<file path="src/rtl/gdev_vid_pkg.sv">
// Shared video-path definitions: fetch FSM states and pixel/line geometry
// common to the scanline fetch controller, SCANLINE and the mixer.
package gdev_vid_pkg;

  localparam int RGB_W        = 15;
  localparam int DEF_LINE_PIX = 640;
  localparam int DEF_LINES    = 480;
  localparam int AVL_BC_W     = 7;

  typedef enum logic [1:0] {
    IDLE,
    START,
    REQ,
    DATA
  } fetch_state_t;

  // Column counters must also hold BURST (up to 64) for the min() compare.
  function automatic int cnt_width(input int max_val);
    int w;
    w = $clog2(max_val + 1);
    return (w > AVL_BC_W) ? w : AVL_BC_W;
  endfunction

endpackage

</file>
<file path="src/rtl/fetch_addr_gen.sv">
// Line/column position tracking for the scanline fetcher: frame reload,
// line advance, burst address and burst length generation.
module fetch_addr_gen
  import gdev_vid_pkg::*;
#(
  parameter int ADDR_W   = 22,
  parameter int LINE_PIX = DEF_LINE_PIX,
  parameter int LINES    = DEF_LINES,
  parameter int BURST    = 8
) (
  input  logic                clk,
  input  logic                reset,
  input  logic                frame_start,
  input  logic [ADDR_W-1:0]   fb_base,
  input  logic                idle,
  input  logic                line_start,
  input  logic                burst_done,
  output logic [ADDR_W-1:0]   addr,
  output logic [AVL_BC_W-1:0] burstcount,
  output logic                last_burst,
  output logic                line_ok
);

  localparam int COL_W  = cnt_width(LINE_PIX);
  localparam int LINE_W = $clog2(LINES + 1);
  localparam logic [COL_W-1:0]  LINE_PIX_C = COL_W'(LINE_PIX);
  localparam logic [COL_W-1:0]  BURST_C    = COL_W'(BURST);
  localparam logic [LINE_W-1:0] LINES_C    = LINE_W'(LINES);

  logic [LINE_W-1:0] line;
  logic [ADDR_W-1:0] line_base;
  logic [ADDR_W-1:0] pend_base;
  logic [COL_W-1:0]  col;
  logic [COL_W-1:0]  remaining;
  logic [COL_W-1:0]  step;
  logic              pend;
  logic              reload;

  // A frame reload only lands while idle, so a line in flight keeps its addresses.
  always_comb begin
    reload     = idle && (frame_start || pend);
    remaining  = LINE_PIX_C - col;
    step       = (remaining > BURST_C) ? BURST_C : remaining;
    last_burst = (step == remaining);
    burstcount = AVL_BC_W'(step);
    addr       = line_base + ADDR_W'(col);
    line_ok    = reload || (line < LINES_C);
  end

  always_ff @(posedge clk) begin
    if (reset) begin
      line      <= '0;
      line_base <= '0;
      pend_base <= '0;
      pend      <= 1'b0;
      col       <= '0;
    end else begin
      if (reload) begin
        line      <= '0;
        line_base <= frame_start ? fb_base : pend_base;
        pend      <= 1'b0;
      end else if (frame_start) begin
        pend      <= 1'b1;
        pend_base <= fb_base;
      end

      if (line_start) begin
        col <= '0;
      end else if (burst_done) begin
        col <= col + step;
        if (last_burst) begin
          line      <= line + LINE_W'(1);
          line_base <= line_base + ADDR_W'(LINE_PIX);
        end
      end
    end
  end

endmodule

</file>
<file path="src/rtl/scanline_fetch_ctrl.sv">
// Framebuffer line-fetch sequencer: one Avalon-MM read burst in flight at a
// time, streaming RGB555 pixels into the SCANLINE write port.
module scanline_fetch_ctrl
  import gdev_vid_pkg::*;
#(
  parameter int ADDR_W   = 22,
  parameter int LINE_PIX = DEF_LINE_PIX,
  parameter int LINES    = DEF_LINES,
  parameter int BURST    = 8
) (
  input  logic                iCLK,
  input  logic                iRESET,
  input  logic                iENABLE,
  input  logic [ADDR_W-1:0]   iFB_BASE,
  input  logic                iFRAME_START,
  input  logic                iLINE_REQ,
  output logic [ADDR_W-1:0]   oAVL_ADDRESS,
  output logic                oAVL_READ,
  output logic [AVL_BC_W-1:0] oAVL_BURSTCOUNT,
  input  logic                iAVL_WAITREQUEST,
  input  logic [15:0]         iAVL_READDATA,
  input  logic                iAVL_READDATAVALID,
  output logic                oPIX_START,
  output logic                oPIX_WRITE,
  output logic [RGB_W-1:0]    oPIX_RGB,
  input  logic                iPIX_FULL,
  output logic                oBUSY,
  output logic                oOVERRUN
);

  fetch_state_t        state;
  logic [AVL_BC_W-1:0] beats;
  logic [ADDR_W-1:0]   gen_addr;
  logic [AVL_BC_W-1:0] gen_bc;
  logic                last_burst;
  logic                line_ok;
  logic                line_start;
  logic                burst_done;
  logic                issue;
  logic                unused_msb;

  assign unused_msb = iAVL_READDATA[15];

  fetch_addr_gen #(
    .ADDR_W   (ADDR_W),
    .LINE_PIX (LINE_PIX),
    .LINES    (LINES),
    .BURST    (BURST)
  ) u_addr_gen (
    .clk         (iCLK),
    .reset       (iRESET),
    .frame_start (iFRAME_START),
    .fb_base     (iFB_BASE),
    .idle        (state == IDLE),
    .line_start  (line_start),
    .burst_done  (burst_done),
    .addr        (gen_addr),
    .burstcount  (gen_bc),
    .last_burst  (last_burst),
    .line_ok     (line_ok)
  );

  // Reads may launch straight from START so the first request lands two cycles after the line request.
  always_comb begin
    line_start = (state == IDLE) && iLINE_REQ && iENABLE && line_ok;
    burst_done = (state == DATA) && iAVL_READDATAVALID && (beats == AVL_BC_W'(1));
    issue      = !iPIX_FULL && ((state == START) || ((state == REQ) && !oAVL_READ));
  end

  always_ff @(posedge iCLK) begin
    if (iRESET) begin
      state           <= IDLE;
      beats           <= '0;
      oAVL_ADDRESS    <= '0;
      oAVL_READ       <= 1'b0;
      oAVL_BURSTCOUNT <= '0;
      oPIX_START      <= 1'b0;
      oPIX_WRITE      <= 1'b0;
      oPIX_RGB        <= '0;
      oBUSY           <= 1'b0;
      oOVERRUN        <= 1'b0;
    end else begin
      oPIX_START <= 1'b0;
      oPIX_WRITE <= 1'b0;
      oOVERRUN   <= iLINE_REQ && (state != IDLE);

      if (issue) begin
        oAVL_READ       <= 1'b1;
        oAVL_ADDRESS    <= gen_addr;
        oAVL_BURSTCOUNT <= gen_bc;
      end

      case (state)
        IDLE: begin
          if (line_start) begin
            state      <= START;
            oPIX_START <= 1'b1;
            oBUSY      <= 1'b1;
          end
        end
        START: state <= REQ;
        REQ: begin
          if (oAVL_READ && !iAVL_WAITREQUEST) begin
            oAVL_READ <= 1'b0;
            beats     <= oAVL_BURSTCOUNT;
            state     <= DATA;
          end
        end
        DATA: begin
          if (iAVL_READDATAVALID) begin
            oPIX_WRITE <= 1'b1;
            oPIX_RGB   <= iAVL_READDATA[RGB_W-1:0];
            beats      <= beats - AVL_BC_W'(1);
            if (beats == AVL_BC_W'(1)) begin
              state <= last_burst ? IDLE : REQ;
              oBUSY <= !last_burst;
            end
          end
        end
        default: begin
          state <= IDLE;
          oBUSY <= 1'b0;
        end
      endcase
    end
  end

endmodule

</file>
<file path="config.mk">
export PLATFORM = sky130hd
export DESIGN_NAME = scanline_fetch_ctrl
export DESIGN_NICKNAME = d
export VERILOG_FILES = /design/src/rtl/gdev_vid_pkg.sv /design/src/rtl/fetch_addr_gen.sv /design/src/rtl/scanline_fetch_ctrl.sv
export SDC_FILE = /design/constraint.sdc
export NUM_CORES = 1
export LEC_CHECK = 0
export BUFFER_PORTS_ARGS = -buffer_cell sky130_fd_sc_hd__buf_2
export CORE_AREA = 2 2 117 119
export CTS_CLUSTER_DIAMETER = 120
export DETAILED_ROUTE_END_ITERATION = 10
export DIE_AREA = 0 0 119 121
export PLACE_DENSITY = 0.79
export SYNTH_ARGS = -nofsm -noshare
export SYNTH_HDL_FRONTEND = slang
export SYNTH_SLANG_ARGS = --single-unit
</file>
<file path="constraint.sdc">
create_clock -name iCLK -period 3.3 [get_ports iCLK]
set_input_delay 0.165 -clock iCLK [delete_from_list [all_inputs] [get_ports iCLK]]
set_output_delay 0.165 -clock iCLK [all_outputs]
set_load 0.03 [all_outputs]
</file>
After elaboration in Yosys (flattened, before gate mapping)
Cells that the tools add are included.
- output and inout bits: 49
- bits in registers: 122
- reductions and logical operators: 29
- equality and inequality tests: 9
- $add $sub $neg: 6
- bitwise logic cells: 2
- $lt $le $gt $ge: 2
- multiplexer cells: 28
- operator list (operator ; number):
    two-way mux 22 bit ; 5
    two-way mux 9 bit ; 4
    adder 22 x 10 -> 22 bit ; 1
    adder 22 x 10 -> 22 bit (second input constant) ; 1
    two-way mux 7 bit ; 2
    one-hot mux 7 bit (2 select lines) ; 1
    adder 10 bit ; 1
    equality test 10 bit ; 1
    > comparator 10 x 4 -> 1 bit (second input constant) ; 1
    logical AND 1 bit ; 10
    two-way mux 10 bit ; 1
    two-way mux 2 bit ; 5
    subtractor 10 bit (first input constant) ; 1
    adder 9 x 1 -> 9 bit (second input constant) ; 1
    less-than comparator 9 bit (second input constant) ; 1
    two-way mux 1 bit ; 8
    one-hot mux 2 bit (4 select lines) ; 1
    AND reduction 4 bit ; 2
    OR reduction 2 bit ; 4
    equality test 7 x 1 -> 1 bit (second input constant) ; 1
    subtractor 7 x 1 -> 7 bit (second input constant) ; 1
    nonzero test 2 bit ; 3
    equality test 2 bit (second input constant) ; 2
    zero test 1 bit ; 4
    other kinds (9) ; 14

Logic depth before layout (Yosys ltp)
- depth in word-level cells: 8
- gate-level depth with buffers: 16
- mapped depth without buffers: 14

By module
From an unflattened synthesis, not the netlist that was laid out.
- cell total of the unflattened synthesis: 821
- area total of the unflattened synthesis: 6630.1 µm²
- by module, submodules not included (module ; cells each ; instances ; area an instance (µm²)):
    fetch_addr_gen ; 532 ; 1 ; 4220.3
    scanline_fetch_ctrl ; 289 ; 1 ; 2409.8

Worst setup path after synthesis
OpenSTA, ideal clock, no wires.
- path kind: register to register
- from: reg u_addr_gen.col[1]
- to: reg u_addr_gen.col[4]
- stages on the path, launching flop included: 16
- buffers on the path: 2
- setup slack: -0.072 ns
- clock period less this slack: 3.372 ns
- required time: 3.228 ns
- arrival time: 3.301 ns
- cell sequence: dfxtp_1 -> clkbuf_1 -> inv_1 -> ha_1 -> or4b_4 -> o21ai_2 -> o41ai_4 -> and3_4 -> buf_6 -> and2_1 -> o21bai_1 -> ha_1 -> and2_2 -> mux2_4 -> o21ai_0 -> mux2i_1
- cells in the longest elaborated chain, start to end: 4
- RTL lines (element ; line ; source):
    start, declared ; fetch_addr_gen.sv:33 ; logic [COL_W-1:0] col;
    start signal, assigned ; fetch_addr_gen.sv:70 ; col <= col + step;
    subtractor 10 bit ; fetch_addr_gen.sv:42 ; remaining = LINE_PIX_C - col;
    > comparator 10 x 4 -> 1 bit ; fetch_addr_gen.sv:43 ; step = (remaining > BURST_C) ? BURST_C : remaining;
    two-way mux 10 bit ; fetch_addr_gen.sv:43 ;
    adder 10 bit (*) ; fetch_addr_gen.sv:70 ;
Mark *: on every way between the ends. The rest lies on a longest branch, timed or not.
A chain may end at the register's enable or synchronous reset.

Worst setup path after layout
Ends and elaborated chain as after synthesis.

==> results_dict.tcl <==
set metrics [dict create \
    grt_antenna_before_repair 0 \
    min_to "oPIX_RGB[6]" \
    met1_usage 0.304 \
    critPathMaxFanout 6 \
    fin_tns_setup_ns 0 \
    io_pins 95 \
    r2r-start "u_addr_gen.col[1]" \
    status "finished, final reports clean" \
    stdcell_area_mm2 0.00791 \
    synth_top_family_by_area "simple AND/OR/NAND/NOR gates" \
    worstSkewPairLatency_ns 0.42 \
    maxCapViolations 0 \
    clockBufferDepth 2 \
    grt_pass1_vias 5637 \
    synth_cells 805 \
    timing.rr.end "u_addr_gen.col[4]" \
    synth_compound_area_frac 0.219 \
    cts_root_buf "clkbuf_16" \
    place_area_mm2 0.00700 \
    yosys_warnings 0 \
    synthSimpleGateAreaFrac 0.241 \
    wl_per_cell_um 14.8 \
    ir_drop_uv 351 \
    worst_pin_slew_ns 0.903 \
    drive_gt1_frac 0.198 \
    place_ws_ns 0.0872 \
    synth-edff-count 0 \
    relSlewSlack 0.398 \
    drc 0 \
    dp_cells 1044 \
    num_antenna_cells 0 \
    yosys.area.top_type_share 0.382 \
    synthesis.nets 869 \
    gp_congestion 0.885 \
    p_leak_nw 3.16 \
    cp_data_arrival_time_ns 3.53 \
    vias_per_cell 5.54 \
    core_mm2 0.0131 \
    seq_area_frac_synth 0.382 \
    required_ns 3.65 \
    synth_top_area_cell "dfxtp_1" \
    clk_pin_slew_worst_paths_ns 0.05 \
    num_vias 6144 \
    crit_path_end_kind "flip-flop" \
    synth_cell_types 70 \
    cts_max_level 4 \
    hold_depth 3 \
    die_width_um 119 \
    use_met3 0.0540 \
    grt_max_degree 60 \
    start_util 0.489 \
    cts_tree "done" \
    rows 42 \
    yosysMostFrequentCell "nand2_1" \
    synth_area_leaders "dfxtp_1 38%, a21oi_1 7.9%, nand2_1 7.8%" \
    netlist_area_mm2 0.00640 \
    met2_usage 0.379 \
    postCtsSetupBuffers 0 \
    drt_wl_total_mm 16.4 \
    hpwl_mm 10.8 \
    whs_ns 0.0301 \
    port_buffers 93 \
    dieArea_mm2 0.0144 \
    ys_top_cells_by_count "133 x nand2_1, 122 x dfxtp_1, 101 x a21oi_1" \
    hold_start "iAVL_READDATA[6]" \
    cts.sinks 122 \
    fin_crit_sh 0.962 \
    crit_path_start_kind "flip-flop" \
    first_pass_iters 5 \
    fin_nets 984 \
    drt_iter0_drc 443 \
    finalSetupViolCount 0 \
    r2r_setup_slack_ns 0.13 \
    fmax_mhz 315 \
    final.min_clock_period_ns 3.17 \
    track_usage 0.233 \
    rsz0062_at_grt "no" \
    synthMuxAreaShare 0.0450 \
    grt_pass1_wl_mm 26.9 \
    reg2regPathDepth 13 \
    synth_ff_type "dfxtp_1" \
    fin_skew_ns 0.00701 \
    synth.avg_cell_area_um2 7.95 \
    final-instance-count-excl-fill 1109 \
    die_h_um 121 \
    synth_xor_area_frac 0.0260 \
    grt_remaining_overflow 0 \
    ant_nets 0 \
    critPathLaunch "u_addr_gen.col[1]" \
    area_growth_pct 23.6 \
    hold_viol 0 \
    ys_ff_latch 122 \
    async_flop_share 0 \
    setup_slack_ns 0.126 \
    busiest_layer "met2" \
    synth_adder_area_share 0.0364 \
    drv_slew 0 \
    hp-class "input port to flip-flop" \
    cts_made_buffers 17 \
    p_per_area_mw_per_mm2 468 \
    crit_type "flip-flop to flip-flop" \
]
[routing by layer]
| metal | vias to the layer above | share of wire |
|---|---|---|
| met2 | 190 | 0.46 |
| met4 | 0 | 0.015 |
| met3 | 21 | 0.061 |
| met5 | - | 0 |
| met1 | 2849 | 0.47 |
| li1 | 3084 | - |
[how the worst max path moves through the flow]
| stage | end | slack (ns) | cells after the start |
|---|---|---|---|
| 2_1_floorplan | u_addr_gen.col[4] | 0.005 | 15 |
| 3_5_place_dp | u_addr_gen.col[4] | 0.09 | 13 |
| 4_1_cts | u_addr_gen.col[4] | 0.04 | 14 |
| 3_3_place_gp | u_addr_gen.col[4] | 0.18 | 12 |
| 5_1_grt | u_addr_gen.col[8] | 0.001 | 13 |
| 6_report | u_addr_gen.col[4] | 0.13 | 13 |
[cell type report]
cell class                      instances  area, µm²
Clock buffer                           24        492
Tap cell                              176        220
Clock inverter                          8       67.6
Timing Repair Buffer                  151        986
Multi-Input combinational cell        617       3660
Fill cell                            1127       5180
Inverter                               11       41.3
Sequential cell                       122       2440
[per-stage QoR]
stage,total power (W),utilization
floorplan,0.00182,-
global placement,0.00193,0.535
detailed placement,0.00193,0.535
CTS,0.00372,0.603
global route,0.00382,0.604
finish,0.00370,0.604
[layout by cell type, fill, tap and decap left out, types with 4 or more instances in the layout]
| master | netlist | layout |
|---|---|---|
| nand3_1 | 23 | 23 |
| ha_1 | 17 | 16 |
| a31oi_1 | 4 | 4 |
| clkinv_2 | 0 | 6 |
| clkbuf_16 | 0 | 17 |
| nor4_1 | 4 | 4 |
| o22ai_1 | 4 | 4 |
| and3_1 | 7 | 7 |
| dfxtp_1 | 122 | 122 |
| nor2b_1 | 5 | 5 |
| and2_1 | 10 | 10 |
| xnor2_1 | 8 | 8 |
| xor2_1 | 11 | 11 |
| dlygate4sd3_1 | 0 | 33 |
| or2_2 | 7 | 7 |
| nor3_1 | 19 | 18 |
| clkbuf_8 | 3 | 4 |
| buf_4 | 4 | 26 |
| nand2_1 | 133 | 133 |
| nand4_1 | 5 | 5 |
| nand2b_1 | 5 | 5 |
| a21o_1 | 8 | 8 |
| mux2i_1 | 25 | 25 |
| o21ai_1 | 9 | 8 |
| a211oi_1 | 34 | 34 |
| nor2_1 | 79 | 78 |
| buf_2 | 2 | 92 |
| o21ai_0 | 23 | 23 |
| a21oi_1 | 101 | 100 |
| inv_1 | 11 | 9 |
| o211ai_1 | 12 | 12 |
| or3_1 | 7 | 7 |
| nand3b_1 | 4 | 4 |
| o32a_1 | 5 | 5 |
[cell families (layout without fill, tap and decap cells)]
logic type      count (synthesis)  in the layout
simple gates                  329            329
compound gates                223            223
flops                         122            122
buf+inv                        66            194
mux                            28             28
xor+xnor                       19             19
fa+ha+maj                      18             18
[registers in the layout, indices dropped and copies added, names as in the netlist, 7 cells and up]
name                  count
u_addr_gen.col           10
beats                     7
u_addr_gen.line_base     22
u_addr_gen.line           9
oPIX_RGB                 15
oAVL_BURSTCOUNT           7
oAVL_ADDRESS             22
u_addr_gen.pend_base     22
[critical path, cell delays in order (launching register included)]
cell,delay [ns]
dfxtp_1,0.31
inv_2,0.11
ha_4,0.17
or4b_4,0.50
o21ai_2,0.18
o41ai_4,0.10
and3_4,0.18
and2_1,0.18
o21bai_1,0.17
ha_1,0.25
and2_2,0.23
mux2_4,0.29
o21ai_0,0.22
mux2i_1,0.21
[repair_timing]
item / in CTS / in global routing
hold endpoints to repair: 33 / 0
resized for setup: 0 / 4
setup endpoints to repair: 0 / 3
hold buffers: 33 / 0
[where the power goes]
part / leakage (nW) / switching (W) / internal, W / total [W]
registers: 0.990 / 0.0000453 / 0.00153 / 0.00157
clock network: 0.280 / 0.000660 / 0.00111 / 0.00177
logic: 1.89 / 0.000215 / 0.000150 / 0.000365
Note: power is estimated with default switching activity, not from simulation.
